$ cat src/rtl/input_skew_feeder_if.sv
// rtl/input_skew_feeder_if.sv - operand-vector handshake into the skew feeder
interface input_skew_feeder_if #(
  parameter int N          = 4,
  parameter int DATA_WIDTH = 8
);
  logic                         in_valid;
  logic                         in_ready;
  logic                         in_last;
  logic [N-1:0][DATA_WIDTH-1:0] in_row;

  modport master (output in_valid, output in_last, output in_row, input in_ready);
  modport slave  (input in_valid, input in_last, input in_row, output in_ready);
endinterface

$ cat src/rtl/input_skew_feeder.sv
// rtl/input_skew_feeder.sv - diagonal-wavefront skew buffer feeding the systolic grid edge
module input_skew_feeder #(
  parameter int N           = 4,
  parameter int DATA_WIDTH  = 8,
  parameter int COUNT_WIDTH = 16
) (
  input  logic                         clk,
  input  logic                         reset_n,
  input_skew_feeder_if.slave           bus,
  output logic [N-1:0][DATA_WIDTH-1:0] lane_data,
  output logic [N-1:0]                 lane_valid,
  output logic                         busy,
  output logic                         done,
  output logic [COUNT_WIDTH-1:0]       row_count
);
  localparam int FW = (N > 1) ? $clog2(N) : 1;
  localparam logic [FW-1:0] FLUSH_LAST = FW'(N - 1);

  typedef enum logic [1:0] {IDLE, STREAM, FLUSH} state_t;

  state_t        state;
  logic [FW-1:0] flush_cnt;
  logic          fire;

  assign bus.in_ready = reset_n && (state != FLUSH);
  assign fire         = bus.in_valid && bus.in_ready;

  // Lane i: i delay stages plus an output stage; idle cycles inject zero bubbles.
  for (genvar i = 0; i < N; i++) begin : g_lane
    logic [DATA_WIDTH-1:0] d [0:i];
    logic                  v [0:i];

    always_ff @(posedge clk) begin
      if (!reset_n) begin
        for (int k = 0; k <= i; k++) begin
          d[k] <= '0;
          v[k] <= 1'b0;
        end
      end else begin
        d[0] <= fire ? bus.in_row[i] : '0;
        v[0] <= fire;
        for (int k = 1; k <= i; k++) begin
          d[k] <= d[k-1];
          v[k] <= v[k-1];
        end
      end
    end

    assign lane_data[i]  = d[i];
    assign lane_valid[i] = v[i];
  end

  always_ff @(posedge clk) begin
    if (!reset_n) begin
      state     <= IDLE;
      busy      <= 1'b0;
      done      <= 1'b0;
      row_count <= '0;
      flush_cnt <= '0;
    end else begin
      done <= 1'b0;
      unique case (state)
        IDLE: begin
          if (fire) begin
            row_count <= COUNT_WIDTH'(1);
            busy      <= 1'b1;
            if (bus.in_last) begin
              state     <= FLUSH;
              flush_cnt <= '0;
              done      <= (N == 1);
            end else begin
              state <= STREAM;
            end
          end
        end
        STREAM: begin
          if (fire) begin
            if (row_count != '1) row_count <= row_count + 1'b1;
            if (bus.in_last) begin
              state     <= FLUSH;
              flush_cnt <= '0;
              done      <= (N == 1);
            end
          end
        end
        FLUSH: begin
          // done lands on the cycle the last vector's element exits lane N-1.
          if (flush_cnt == FLUSH_LAST) begin
            state <= IDLE;
            busy  <= 1'b0;
          end else begin
            flush_cnt <= flush_cnt + 1'b1;
            done      <= ((flush_cnt + 1'b1) == FLUSH_LAST);
          end
        end
        default: begin
          state <= IDLE;
          busy  <= 1'b0;
        end
      endcase
    end
  end
endmodule
$ cat src/flat_wrapper.sv
// flat-port wrapper written by rule: the top's interface ports become plain ports
module input_skew_feeder_flat 
#(
  parameter int N           = 4,
  parameter int DATA_WIDTH  = 8,
  parameter int COUNT_WIDTH = 16
)
  (clk, reset_n, lane_data, lane_valid, busy, done, row_count, bus_in_valid, bus_in_last, bus_in_row, bus_in_ready);
  input_skew_feeder_if #(.N(N), .DATA_WIDTH(DATA_WIDTH)) bus_i ();
  input  logic clk;
  input  logic reset_n;
  output logic [N-1:0][DATA_WIDTH-1:0] lane_data;
  output logic [N-1:0] lane_valid;
  output logic busy;
  output logic done;
  output logic [COUNT_WIDTH-1:0] row_count;
  input wire logic [$bits(bus_i.in_valid)-1:0] bus_in_valid;
  input wire logic [$bits(bus_i.in_last)-1:0] bus_in_last;
  input wire logic [$bits(bus_i.in_row)-1:0] bus_in_row;
  output wire logic [$bits(bus_i.in_ready)-1:0] bus_in_ready;
  assign bus_i.in_valid = bus_in_valid;
  assign bus_i.in_last = bus_in_last;
  assign bus_i.in_row = bus_in_row;
  assign bus_in_ready = bus_i.in_ready;
  input_skew_feeder #(.N(N), .DATA_WIDTH(DATA_WIDTH), .COUNT_WIDTH(COUNT_WIDTH)) u_core (.clk(clk), .reset_n(reset_n), .bus(bus_i), .lane_data(lane_data), .lane_valid(lane_valid), .busy(busy), .done(done), .row_count(row_count));
endmodule
$ cat config.mk
export PLATFORM = sky130hd
export DESIGN_NAME = input_skew_feeder_flat
export DESIGN_NICKNAME = d
export VERILOG_FILES = /design/src/rtl/input_skew_feeder_if.sv /design/src/rtl/input_skew_feeder.sv /design/src/flat_wrapper.sv
export SDC_FILE = /design/constraint.sdc
export NUM_CORES = 1
export LEC_CHECK = 0
export BUFFER_PORTS_ARGS = -buffer_cell sky130_fd_sc_hd__buf_2
export CORE_UTILIZATION = 35
export DETAILED_ROUTE_END_ITERATION = 10
export GPL_TIMING_DRIVEN = 0
export REMOVE_ABC_BUFFERS = 1
export SKIP_LAST_GASP = 1
export SYNTH_ARGS = -nofsm -noshare
export SYNTH_HDL_FRONTEND = slang
export SYNTH_SLANG_ARGS = --single-unit
$ cat constraint.sdc
create_clock -name clk -period 5.5 [get_ports clk]
set_input_delay 0 -clock clk [delete_from_list [all_inputs] [get_ports clk]]
set_output_delay 0 -clock clk [all_outputs]
set_load 0.01 [all_outputs]
==> metrics.md, run 1 <==
| Metric | Value |
|---|---|
| Remaining number of nets flagged by the antenna check after routing | `0` |
| Worst slew slack as a fraction of its limit | `0.423` |
| Worst Hold End | `u_core.state[0]` |
| Share of cells above drive strength 1 | `0.254` |
| Number of enable-type register cells in the synthesized netlist | `0` |
| DR DRC count | `0` |
| Count of standard-cell rows | `37` |
| Critical Path Slowest Stage Cell | `or4_4` |
| I/O pin count | `91` |
| CORE AREA | `10,300 um^2` |
| Placed standard-cell area | `4140 um^2` |
| TritonCTS sink count | `110` |
| Number of hold-slack violations in the final timing report | `0` |
| Most frequent cell after synthesis | `dfxtp_1` |
| Top cells by count, synth | `dfxtp_1 (110), and2_1 (56), and3_1 (32)` |
| Via count of the first global-routing pass | `2,485` |
| Maximum Capacitance Violations | `0` |
| Average vias per placed instance | `4.76` |
| Clock latency on the worst-skew pair | `0.37 ns` |
| Measured slew at the worst slew-check pin | `0.864 ns` |
| Ratio of final minimum period to clock period | `0.429` |
| Final critical delay including setup and external delays | `2.36 ns` |
| Startpoint of the lowest-slack register-to-register path | `u_core.row_count[0]` |
| Required time at the endpoint of the critical path | `5.82 ns` |
| Setup Skew | `0.00863 ns` |
| First-pass GRT wire length | `12.6 mm` |
| Startpoint of the worst hold path | `bus_in_valid` |
| Crit path largest cell delay | `0.71 ns` |
| Final-layout setup total negative slack | `0 ns` |
| Iteration-0 DRC Markers | `132` |
| Class of the worst hold path | `in -> reg` |
| Capture point of the worst reg-to-reg path | `u_core.row_count[3]` |
| Starting density of the core | `0.361` |
| Kind of capture point of the worst setup path | `flip-flop` |
| Gr usage total | `0.144` |
| Iteration count of the initial detailed-routing pass | `4` |
| HPWL after DPL | `4.69 mm` |
| Maximum number of pins on one net before global-route repair | `63` |
| Worst IR drop on VDD | `0.118 mV` |
| Data arrival time of the worst path | `2.67 ns` |
| CTS buffer count | `9` |
| Largest driver fanout on the critical path | `11` |
| Total of warnings raised by yosys | `0` |
| WHS Path Cells | `3` |
| Seq cells post-synth | `110` |
| Startpoint types | `flip-flop` |
| # diodes | `0` |
| Post-route worst hold slack | `0.227 ns` |
| Clock buffer depth | `2` |
| Post-synthesis instance area | `3730 um^2` |
| Count of buffers from port buffering | `90` |
| Leakage | `2.11 nW` |
| Number of H-tree branching levels | `3` |
| Die Height | `105 um` |
| Number of antenna violations at the first check in global routing | `0` |
| Power per cell area | `301 nW/um^2` |
| Clk pin slew, worst setup/hold paths | `0.11 ns` |
| Area of the die | `11,100 um^2` |
| Sequential element share of the synthesized area | `0.590` |
| Synthesis-to-layout area growth | `25.2%` |
| Count of endpoints failing setup in the final report | `0` |
| Synth area leaders | `dfxtp_1 (59%), and2_1 (9.4%), and3_1 (5.4%)` |
| Aggregate global routing overflow | `0` |
| Fin area | `4670 um^2` |
| Cells along the critical path | `ha_1 -> nand4_2 -> or4_4 -> o21ai_2 -> o221a_2` |
| Dominant cell type by area after synthesis | `dfxtp_1` |
| Share of synthesized registers carrying an async set or reset | `0` |
| Overall routed net length | `7.83 mm` |
| Distinct cells, synth | `42` |
| Status | `finished, final reports clean` |
| Worst setup slack for register-to-register paths | `3.14 ns` |
| Via Count | `2,801` |
| Placer Congestion | `0.816` |
| Post-layout power | `1.41 mW` |
| Post-synthesis area per instance | `10.6 um^2` |
| Die extent in x | `105 um` |
| Yosys top cell area share | `0.590` |
| Post-synthesis cell count | `352` |
| Max-slew violation count | `0` |
| Total number of nets in the final design | `487` |
| Worst setup slack before clock tree synthesis | `3.04 ns` |
| Most instantiated flip-flop cell in the synthesis netlist | `dfxtp_1` |
| Setup slack of the critical path after layout | `3.14 ns` |
| RSZ-0062 raised after global routing | `no` |
| Cell chosen for the clock root | `clkbuf_8` |
| Cell count of the worst reg-to-reg path | `5` |
| Maximum clock frequency | `424 MHz` |
| DR WL/cell | `13.3 um` |
| Worst setup path category | `reg -> reg` |
| TritonCTS clock tree | `yes` |
-- kinds of logic after synthesis --
| group | Yosys count | synth area share |
|---|---|---|
| buffers and inverters | 46 | 0.0684 |
| AO/OA/AOI/OAI | 48 | 0.0976 |
| AND/OR/NAND/NOR | 145 | 0.233 |
| flip-flops | 110 | 0.590 |
| adder cells (fa/ha/maj) | 3 | 0.0101 |
-- power breakdown --
part	total (mW)	internal [mW]	switching, mW
clock network	0.481	0.181	0.299
registers	0.828	0.819	0.00947
logic	0.0974	0.0477	0.0496
-- timing repair --
item | CTS | global route
buffers inserted | 0 | 0
hold buffers | 33 | 0
gates resized for setup | 0 | 0
hold endpoints to repair | 34 | 0
-- critical path: cells and delay by family, from the launching register on --
kind | cells | cell delay (ns)
AO/OA/AOI/OAI | 2 | 0.58
adder cells (fa/ha/maj) | 1 | 0.29
flip-flops | 1 | 0.48
AND/OR/NAND/NOR | 2 | 0.96
-- flip-flops by register name (all words and copies together) (netlist names) --
register and count:
u_core.busy 1, u_core.flush_cnt 2, u_core.g_lane.v 8, u_core.g_lane.d 80, u_core.row_count 16, u_core.state 2
u_core.done 1
-- per-stage QoR --
step | cells | util
floorplan | 314 | -
global placement | 540 | 0.400
detailed placement | 540 | 0.401
CTS | 589 | 0.452
global route | 589 | 0.452
finish | 589 | 0.452
-- metal layers --
metal / track usage / vias to the layer above / wire length, um
li1: - / 1399 / -
met1: 0.189 / 1298 / 3730
met2: 0.225 / 89 / 3550
met3: 0.0322 / 15 / 401
met4: 0.0644 / 0 / 142
met5: 0 / - / 0
-- final cells by class --
| cell class | count | area (um^2) |
|---|---|---|
| Timing Repair Buffer | 123 | 781 |
| Inverter | 8 | 30.0 |
| Multi-Input combinational cell | 196 | 1280 |
| Tap cell | 136 | 170 |
| Clock buffer | 9 | 124 |
| Sequential cell | 110 | 2200 |
| Fill cell | 1006 | 5660 |
| Clock inverter | 7 | 77.6 |
-- placed cells by master, fill, tap and decap left out, drive strengths merged, types with 3 or more instances in the layout --
cell type / n
nand3: 6
o21ai: 8
a21oi: 8
o311a: 3
nor2: 10
ha: 3
inv: 12
nor4: 4
nand4: 6
and2: 56
nand2: 11
a41oi: 4
nor3: 8
o221a: 3
dlygate4sd3: 33
and3: 32
dfxtp: 110
clkinv: 3
and4: 3
a311oi: 6
a31oi: 5
buf: 90
clkbuf: 9
-- worst max-delay path by stage --
stage	start	endpoint	slack, ns
4_1_cts	reset_n	bus_in_ready	3.08
3_5_place_dp	reset_n	u_core.g_lane[3].d[0][6]	3.04
6_report	u_core.row_count[0]	u_core.row_count[3]	3.14
2_1_floorplan	u_core.row_count[0]	u_core.row_count[14]	3.50
5_1_grt	reset_n	bus_in_ready	2.92
3_3_place_gp	reset_n	u_core.g_lane[0].d[0][2]	1.69
No activity file was read; power rests on OpenSTA's default activity.
==> inputs of run 2 (changes only) <==
- ABC_AREA: unset -> 1
- clock period: 5.5 -> 2.33 ns (I/O delays scaled with it)
==> metrics.md, run 2 <==
| Metric | Value |
|---|---|
| Status | `finished, final reports clean` |
| TritonCTS clock tree | `yes` |
| Seq cells post-synth | `110 (unchanged)` |
| Number of H-tree branching levels | `3 (unchanged)` |
| Via count of the first global-routing pass | `2,946 (+19%)` |
| Inst Count DP | `727 (+35%)` |
| Startpoint types | `flip-flop` |
| Post-route worst hold slack | `0.0282 ns (-0.199 ns)` |
| Worst setup slack before clock tree synthesis | `-1.03 ns (-4.06 ns)` |
| Post-route insts no fill | `777 (+32%)` |
| Sequential element share of the synthesized area | `0.544 (-0.0469)` |
| Count of standard-cell rows | `38 (+2.7%)` |
| CORE AREA | `11,100 um^2 (+7.3%)` |
| CTS buffer count | `9 (unchanged)` |
| Crit path largest cell delay | `0.42 ns (-0.29 ns)` |
| Number of buffers and inverters on the critical path | `3 (+3)` |
| Post-synthesis cell count | `531 (+51%)` |
| HPWL after DPL | `4.85 mm (+3.4%)` |
| Die Height | `110 um (+4.1%)` |
| Total of warnings raised by yosys | `0 (unchanged)` |
| Post-synthesis share of cell area spent on full adders, half adders and majority gates | `0.00926 (-0.000799)` |
| Worst IR drop on VDD | `0.434 mV (+270%)` |
| Worst setup slack for register-to-register paths | `0.34 ns (-2.80 ns)` |
| Top cells by count, synth | `inv_1 (124), nand2_1 (124), dfxtp_1 (110)` |
| Power per cell area | `737 nW/um^2 (+140%)` |
| Iteration-0 DRC Markers | `145 (+9.8%)` |
| Worst slew slack as a fraction of its limit | `0.516 (+0.0935)` |
| Flip-flop count of the largest register after layout | `80 (unchanged)` |
| Cell chosen for the clock root | `clkbuf_16` |
| Maximum Capacitance Violations | `0 (unchanged)` |
| Number of enable-type register cells in the synthesized netlist | `0 (unchanged)` |
| Clk pin slew, worst setup/hold paths | `0.07 ns (-0.04 ns)` |
| Worst setup path category | `reg -> reg` |
| DR WL/cell | `10.0 um (-24%)` |
| Required time at the endpoint of the critical path | `2.57 ns (-3.25 ns)` |
| Synthesized-area fraction occupied by and/or/nand/nor cells | `0.246 (+0.0120)` |
| Capture point of the worst reg-to-reg path | `u_core.row_count[10]` |
| WHS Path Cells | `6 (+3)` |
| Leakage | `2.90 nW (+37%)` |
| Starting density of the core | `0.366 (+0.00442)` |
| Final critical delay including setup and external delays | `1.99 ns (-0.373 ns)` |
| Area of the die | `12,000 um^2 (+8.5%)` |
| Final core utilization | `0.460 (+0.00817)` |
| Worst Hold End | `u_core.state[0]` |
| Dominant cell type by area after synthesis | `dfxtp_1` |
| Overall routed net length | `7.80 mm (-0.38%)` |
| Number of hold-slack violations in the final timing report | `0 (unchanged)` |
| Total number of nets in the final design | `673 (+38%)` |
| TritonCTS sink count | `110 (unchanged)` |
| Iteration count of the initial detailed-routing pass | `4 (unchanged)` |
| Clock buffer depth | `2 (unchanged)` |
| Gr usage total | `0.138 (-0.00576)` |
| Startpoint of the worst hold path | `bus_in_last` |
| Aggregate global routing overflow | `0 (unchanged)` |
| Share of cells above drive strength 1 | `0.190 (-0.0639)` |
| Clock latency on the worst-skew pair | `0.35 ns (-0.02 ns)` |
| Kind of capture point of the worst setup path | `flip-flop` |
| Synth area leaders | `dfxtp_1 (54%), inv_1 (11%), nand2_1 (11%)` |
| Register with the highest flop count | `u_core.g_lane.d` |
| Number of antenna violations at the first check in global routing | `0 (unchanged)` |
| Maximum clock frequency | `504 MHz (+19%)` |
| Cell count of the worst reg-to-reg path | `10 (+5)` |
| Startpoint of the lowest-slack register-to-register path | `u_core.state[0]` |
| Maximum number of pins on one net before global-route repair | `73 (+16%)` |
| Dominant combinational cell family by area after synthesis | `simple AND/OR/NAND/NOR gates` |
| # diodes | `0 (unchanged)` |
| DR DRC count | `0 (unchanged)` |
| Distinct cells, synth | `27 (-36%)` |
| Synth Area in Compound Gates | `0.0269 (-0.0707)` |
| Multiplexer area fraction after synthesis | `0 (unchanged)` |
| Commonest cells after routing, fill and taps aside | `inv_1 (124), nand2_1 (124), dfxtp_1 (110), buf_2 (89), nor2_1 (74)` |
| Die extent in x | `110 um (+4.1%)` |
| Most instantiated flip-flop cell in the synthesis netlist | `dfxtp_1` |
| Yosys top cell area share | `0.544 (-0.0469)` |
| Count of endpoints failing setup in the final report | `0 (unchanged)` |
| Data arrival time of the worst path | `2.23 ns (-0.44 ns)` |
| Post-synthesis area per instance | `7.63 um^2 (-28%)` |
| First-pass GRT wire length | `12.6 mm (-0.11%)` |
| Synthesis-to-layout area growth | `25.9%` |
| Class of the worst hold path | `in -> reg` |
| Via Count | `3,249 (+16%)` |
| Largest driver fanout on the critical path | `38 (+27)` |
| Registers with the highest flip-flop counts | `u_core.g_lane.d: 80 flops, u_core.row_count: 16 flops, u_core.g_lane.v: 8 flops` |
| RSZ-0062 raised after global routing | `no` |
| Max-slew violation count | `0 (unchanged)` |
| Cells along the critical path | `inv_2 -> nand2_2 -> nand3_4 -> nor2_4 -> buf_12 -> inv_2 -> nor2_4 -> nand2_1 -> nand2_1 -> nor2_1` |
| Critical Path Slowest Stage Cell | `dfxtp_1` |
| Ratio of final minimum period to clock period | `0.852 (+0.423)` |
| Setup slack of the critical path after layout | `0.344 ns (-2.80 ns)` |
| Setup Skew | `0.00937 ns (+0.000737 ns)` |
| Placer Congestion | `0.885 (+8.4%)` |
| Remaining number of nets flagged by the antenna check after routing | `0 (unchanged)` |
| Measured slew at the worst slew-check pin | `0.726 ns (-0.138 ns)` |
| I/O pin count | `91 (unchanged)` |
| Share of synthesized registers carrying an async set or reset | `0 (unchanged)` |
| Count of buffers from port buffering | `90 (unchanged)` |
| Xor/xnor cell area share of the yosys netlist | `0 (unchanged)` |
| Post-synthesis instance area | `4050 um^2 (+8.6%)` |
| Gate family responsible for the most delay along the worst path | `simple AND/OR/NAND/NOR gates` |
| Average vias per placed instance | `4.18 (-12%)` |
run 2: layout make-up:
cell class	count	area, um^2
clock buffers	9	225
clock inverters	5	60.1
fillers	1090	5980
inverters	126	473
multi-input cells	261	1150
flip-flops and latches	110	2200
well taps	140	175
repair buffers	126	816
run 2: stage by stage:
step / power [mW] / TNS, ns / instance area [um^2]
final: 3.76 / 0 / 5100
after global routing: 3.92 / 0 / 5100
after CTS: 3.81 / 0 / 5060
after detailed placement: 2.26 / -19.61 / 4440
after global placement: 2.25 / -18.10 / 4440
after floorplan: 2.15 / 0 / 3820
run 2: how the worst max path moves through the flow:
stage	start	end	slack, ns	cells past startpoint
floorplan	u_core.state[0]	u_core.row_count[12]	0.49	9
global placement	reset_n	u_core.row_count[11]	-0.98	8
detailed placement	reset_n	u_core.row_count[10]	-1.03	8
CTS	u_core.state[0]	u_core.row_count[10]	0.15	9
global route	u_core.state[0]	u_core.row_count[10]	0.14	10
finish	u_core.state[0]	u_core.row_count[10]	0.34	10
run 2: tightest hold or removal path, delay by kind of cell:
family                 cells  cell delay, ns
and+or+nand+nor            4            0.21
buffers and inverters      2            0.12
run 2: cell families after synthesis:
group | count (synthesis)
compound gates | 20
fa+ha+maj | 3
buf+inv | 160
flops | 110
simple gates | 238
run 2: repair_timing:
item,CTS,global route
setup buffers,0,4
resized for setup,2,0
setup endpoints to repair,20,6
hold buffers,32,0
pin swaps,0,1
hold endpoints to repair,32,0
run 2: power by group:
part,internal (mW),switching [mW]
logic,0.136,0.163
clock network,0.825,0.662
registers,1.94,0.0302
total,2.90,0.855
run 2: metal layers:
metal  wire [um]  GRT usage  vias up
li1            -          -     1708
met1        3470      0.155     1440
met2        3650      0.230       89
met3         456     0.0373       12
met4         216     0.0905        0
met5           0          0        -
==> inputs of run 3 (changes only) <==
- ABC_AREA: 1 -> unset
- REMOVE_ABC_BUFFERS: 1 -> unset
==> metrics.md, run 3 (synthesis results as in run 1) <==
| Metric | Value |
|---|---|
| # diodes | `0 (unchanged)` |
| Final critical delay including setup and external delays | `2.20 ns (+0.211 ns)` |
| Synthesis-to-layout area growth | `31.2%` |
| Cells along the critical path | `ha_1 -> nand4_2 -> or4_4 -> o21ai_2 -> o221a_2` |
| Overall routed net length | `8.25 mm (+5.8%)` |
| Iteration count of the initial detailed-routing pass | `4 (unchanged)` |
| Registers with the highest flip-flop counts | `u_core.g_lane.d: 80 flops, u_core.row_count: 16 flops, u_core.g_lane.v: 8 flops` |
| Clk pin slew, worst setup/hold paths | `0.11 ns (+0.04 ns)` |
| Via count of the first global-routing pass | `2,802 (-4.9%)` |
| Commonest non-fill, non-tap cell in the layout | `dfxtp_1` |
| HPWL after DPL | `5.53 mm (+14%)` |
| Gr usage total | `0.155 (+0.0170)` |
| TritonCTS sink count | `110 (unchanged)` |
| Starting density of the core | `0.361 (-0.00442)` |
| Critical Path Slowest Stage Cell | `or4_4` |
| Cell chosen for the clock root | `clkbuf_8` |
| Worst setup path category | `reg -> reg` |
| Crit path largest cell delay | `0.62 ns (+0.20 ns)` |
| Clock latency on the worst-skew pair | `0.37 ns (+0.02 ns)` |
| CTS buffer count | `9 (unchanged)` |
| Commonest cells after routing, fill and taps aside | `dfxtp_1 (109), buf_2 (92), and2_1 (56), dlygate4sd3_1 (33), and3_1 (32)` |
| Area of the die | `11,100 um^2 (-7.8%)` |
| Total number of nets in the final design | `525 (-22%)` |
| Flip-flop count of the largest register after layout | `80 (unchanged)` |
| Post-synthesis net count | `391` |
| Clk network pwr share | `0.338 (-0.058)` |
| DR DRC count | `0 (unchanged)` |
| Remaining number of nets flagged by the antenna check after routing | `0 (unchanged)` |
| Die extent in x | `105 um (-4.0%)` |
| Ratio of final minimum period to clock period | `0.943 (+0.0904)` |
| Register with the highest flop count | `u_core.g_lane.d` |
| Sw frac | `0.254 (+0.0266)` |
| TritonCTS clock tree | `yes` |
| Post-CTS Setup Inserts | `0 (unchanged)` |
| Maximum number of pins on one net before global-route repair | `22 (-70%)` |
| Class of the worst hold path | `in -> reg` |
| Number of hold-slack violations in the final timing report | `0 (unchanged)` |
| Iteration-0 DRC Markers | `84 (-42%)` |
| Leakage | `2.25 nW (-22%)` |
| Fraction of power consumed by sequential logic | `0.584 (+0.059)` |
| Setup Skew | `0.00871 ns (-0.000659 ns)` |
| Die Height | `105 um (-4.0%)` |
| Maximum Capacitance Violations | `0 (unchanged)` |
| Final-layout setup total negative slack | `0 ns (unchanged)` |
| Count of standard-cell rows | `37 (-2.6%)` |
| Number of buffers and inverters on the critical path | `0 (-3)` |
| Gate family responsible for the most delay along the worst path | `simple AND/OR/NAND/NOR gates` |
| Clock buffer depth | `2 (unchanged)` |
| Status | `finished, final reports clean` |
| DR WL/cell | `13.2 um (+31%)` |
| Aggregate global routing overflow | `0 (unchanged)` |
| Final core utilization | `0.474 (+0.0138)` |
| Worst slew slack as a fraction of its limit | `0.554 (+0.0380)` |
| Via Count | `2,950 (-9.2%)` |
| Count of buffers from port buffering | `90 (unchanged)` |
| Power per cell area | `682 nW/um^2 (-7.5%)` |
| Measured slew at the worst slew-check pin | `0.663 ns (-0.0631 ns)` |
| Maximum clock frequency | `455 MHz (-9.6%)` |
| Max-slew violation count | `0 (unchanged)` |
| Placer Congestion | `0.853 (-3.6%)` |
| Average vias per placed instance | `4.70 (+13%)` |
| Kind of capture point of the worst setup path | `flip-flop` |
| I/O pin count | `91 (unchanged)` |
| Internal Power | `2.49 mW (-14%)` |
| Number of antenna violations at the first check in global routing | `0 (unchanged)` |
| Share of cells above drive strength 1 | `0.287 (+0.0972)` |
| Post-layout power | `3.34 mW (-11%)` |
| Required time at the endpoint of the critical path | `2.65 ns (+0.08 ns)` |
| Number of H-tree branching levels | `3 (unchanged)` |
| Count of endpoints failing setup in the final report | `0 (unchanged)` |
| Net switching component of the power | `0.848 mW (-0.84%)` |
| Worst IR drop on VDD | `0.406 mV (-6.5%)` |
| Portion of total power attributed to combinational logic | `0.077 (-0.002)` |
| RSZ-0062 raised after global routing | `no` |
| Largest driver fanout on the critical path | `7 (-82%)` |
| Data arrival time of the worst path | `2.51 ns (+0.28 ns)` |
| CORE AREA | `10,300 um^2 (-6.8%)` |
| Startpoint types | `flip-flop` |
| First-pass GRT wire length | `13.4 mm (+6.1%)` |
==> run 3: cell types whose count changed in the layout (fill, tap and decap cells not counted), moves of 4 or more <==
cell,previous run,this run
and3_1,0,32
buf_4,4,19
clkbuf_16,9,0
nand3_1,23,6
clkbuf_1,0,15
nor2_1,74,10
clkbuf_8,0,9
inv_1,124,8
nor3_1,1,8
and2_1,0,56
nand2_1,124,11
a311oi_1,0,6
a31oi_1,1,5
==> run 3: final cells by class <==
type,count,area (um^2)
Fill cell,954,5430
Sequential cell,110,2200
Multi-Input combinational cell,196,1290
Timing Repair Buffer,123,781
Buffer,38,225
Tap cell,136,170
Clock buffer,9,124
Clock inverter,7,72.6
Inverter,8,30.0
==> run 3: per-layer routing <==
metal	global-route usage	routed length (um)	vias up
li1	-	-	1478
met1	0.193	3830	1372
met2	0.263	3960	93
met3	0.0414	401	7
met4	0.0412	56	0
met5	0	0	-
==> run 3: timing repair <==
| item | 4_1_cts | 5_1_grt |
|---|---|---|
| setup endpoints to repair | 1 | 9 |
| resized for setup | 1 | 3 |
| hold endpoints to repair | 34 | 0 |
| hold buffers | 33 | 0 |
| gates cloned | 0 | 0 |
==> run 3: worst register-to-register path, delay by kind of cell, from the launching register on <==
kind | cells | cell delay, ns
AO/OA/AOI/OAI | 2 | 0.53
flip-flops | 1 | 0.44
AND/OR/NAND/NOR | 2 | 0.90
adder cells (fa/ha/maj) | 1 | 0.28
==> run 3: final timing paths <==
| kind | start | endpoint | slack, ns | depth (start not counted) |
|---|---|---|---|---|
| max | u_core.row_count[1] | u_core.row_count[10] | 0.13 | 5 |
| min | reset_n | u_core.row_count[5] | 0.16 | 3 |
| max reg2reg | u_core.row_count[1] | u_core.row_count[10] | 0.13 | 5 |
| min reg2reg | u_core.g_lane[3].d[1][0] | u_core.g_lane[3].d[2][0] | 0.44 | 1 |
==> run 3: per-stage QoR <==
stage	hold slack (ns)	cell area, um^2	setup WS (ns)	instances
after floorplan	0.114	3730	0.330	352
after global placement	0.230	4350	0.111	578
after detailed placement	0.234	4350	0.121	578
after CTS	0.132	4880	0.0785	627
after global routing	0.164	4890	0.0118	627
final	0.163	4890	0.134	627
==> run 3: power by group through the flow <==
| stage | clock, mW | sequential, mW | combinational (mW) |
|---|---|---|---|
| after global routing | 1.26 | 1.96 | 0.285 |
| final | 1.13 | 1.95 | 0.258 |
| after CTS | 1.18 | 1.95 | 0.259 |
| after floorplan | 0 | 2.00 | 0.119 |
| after global placement | 0 | 1.99 | 0.213 |
| after detailed placement | 0 | 1.99 | 0.215 |
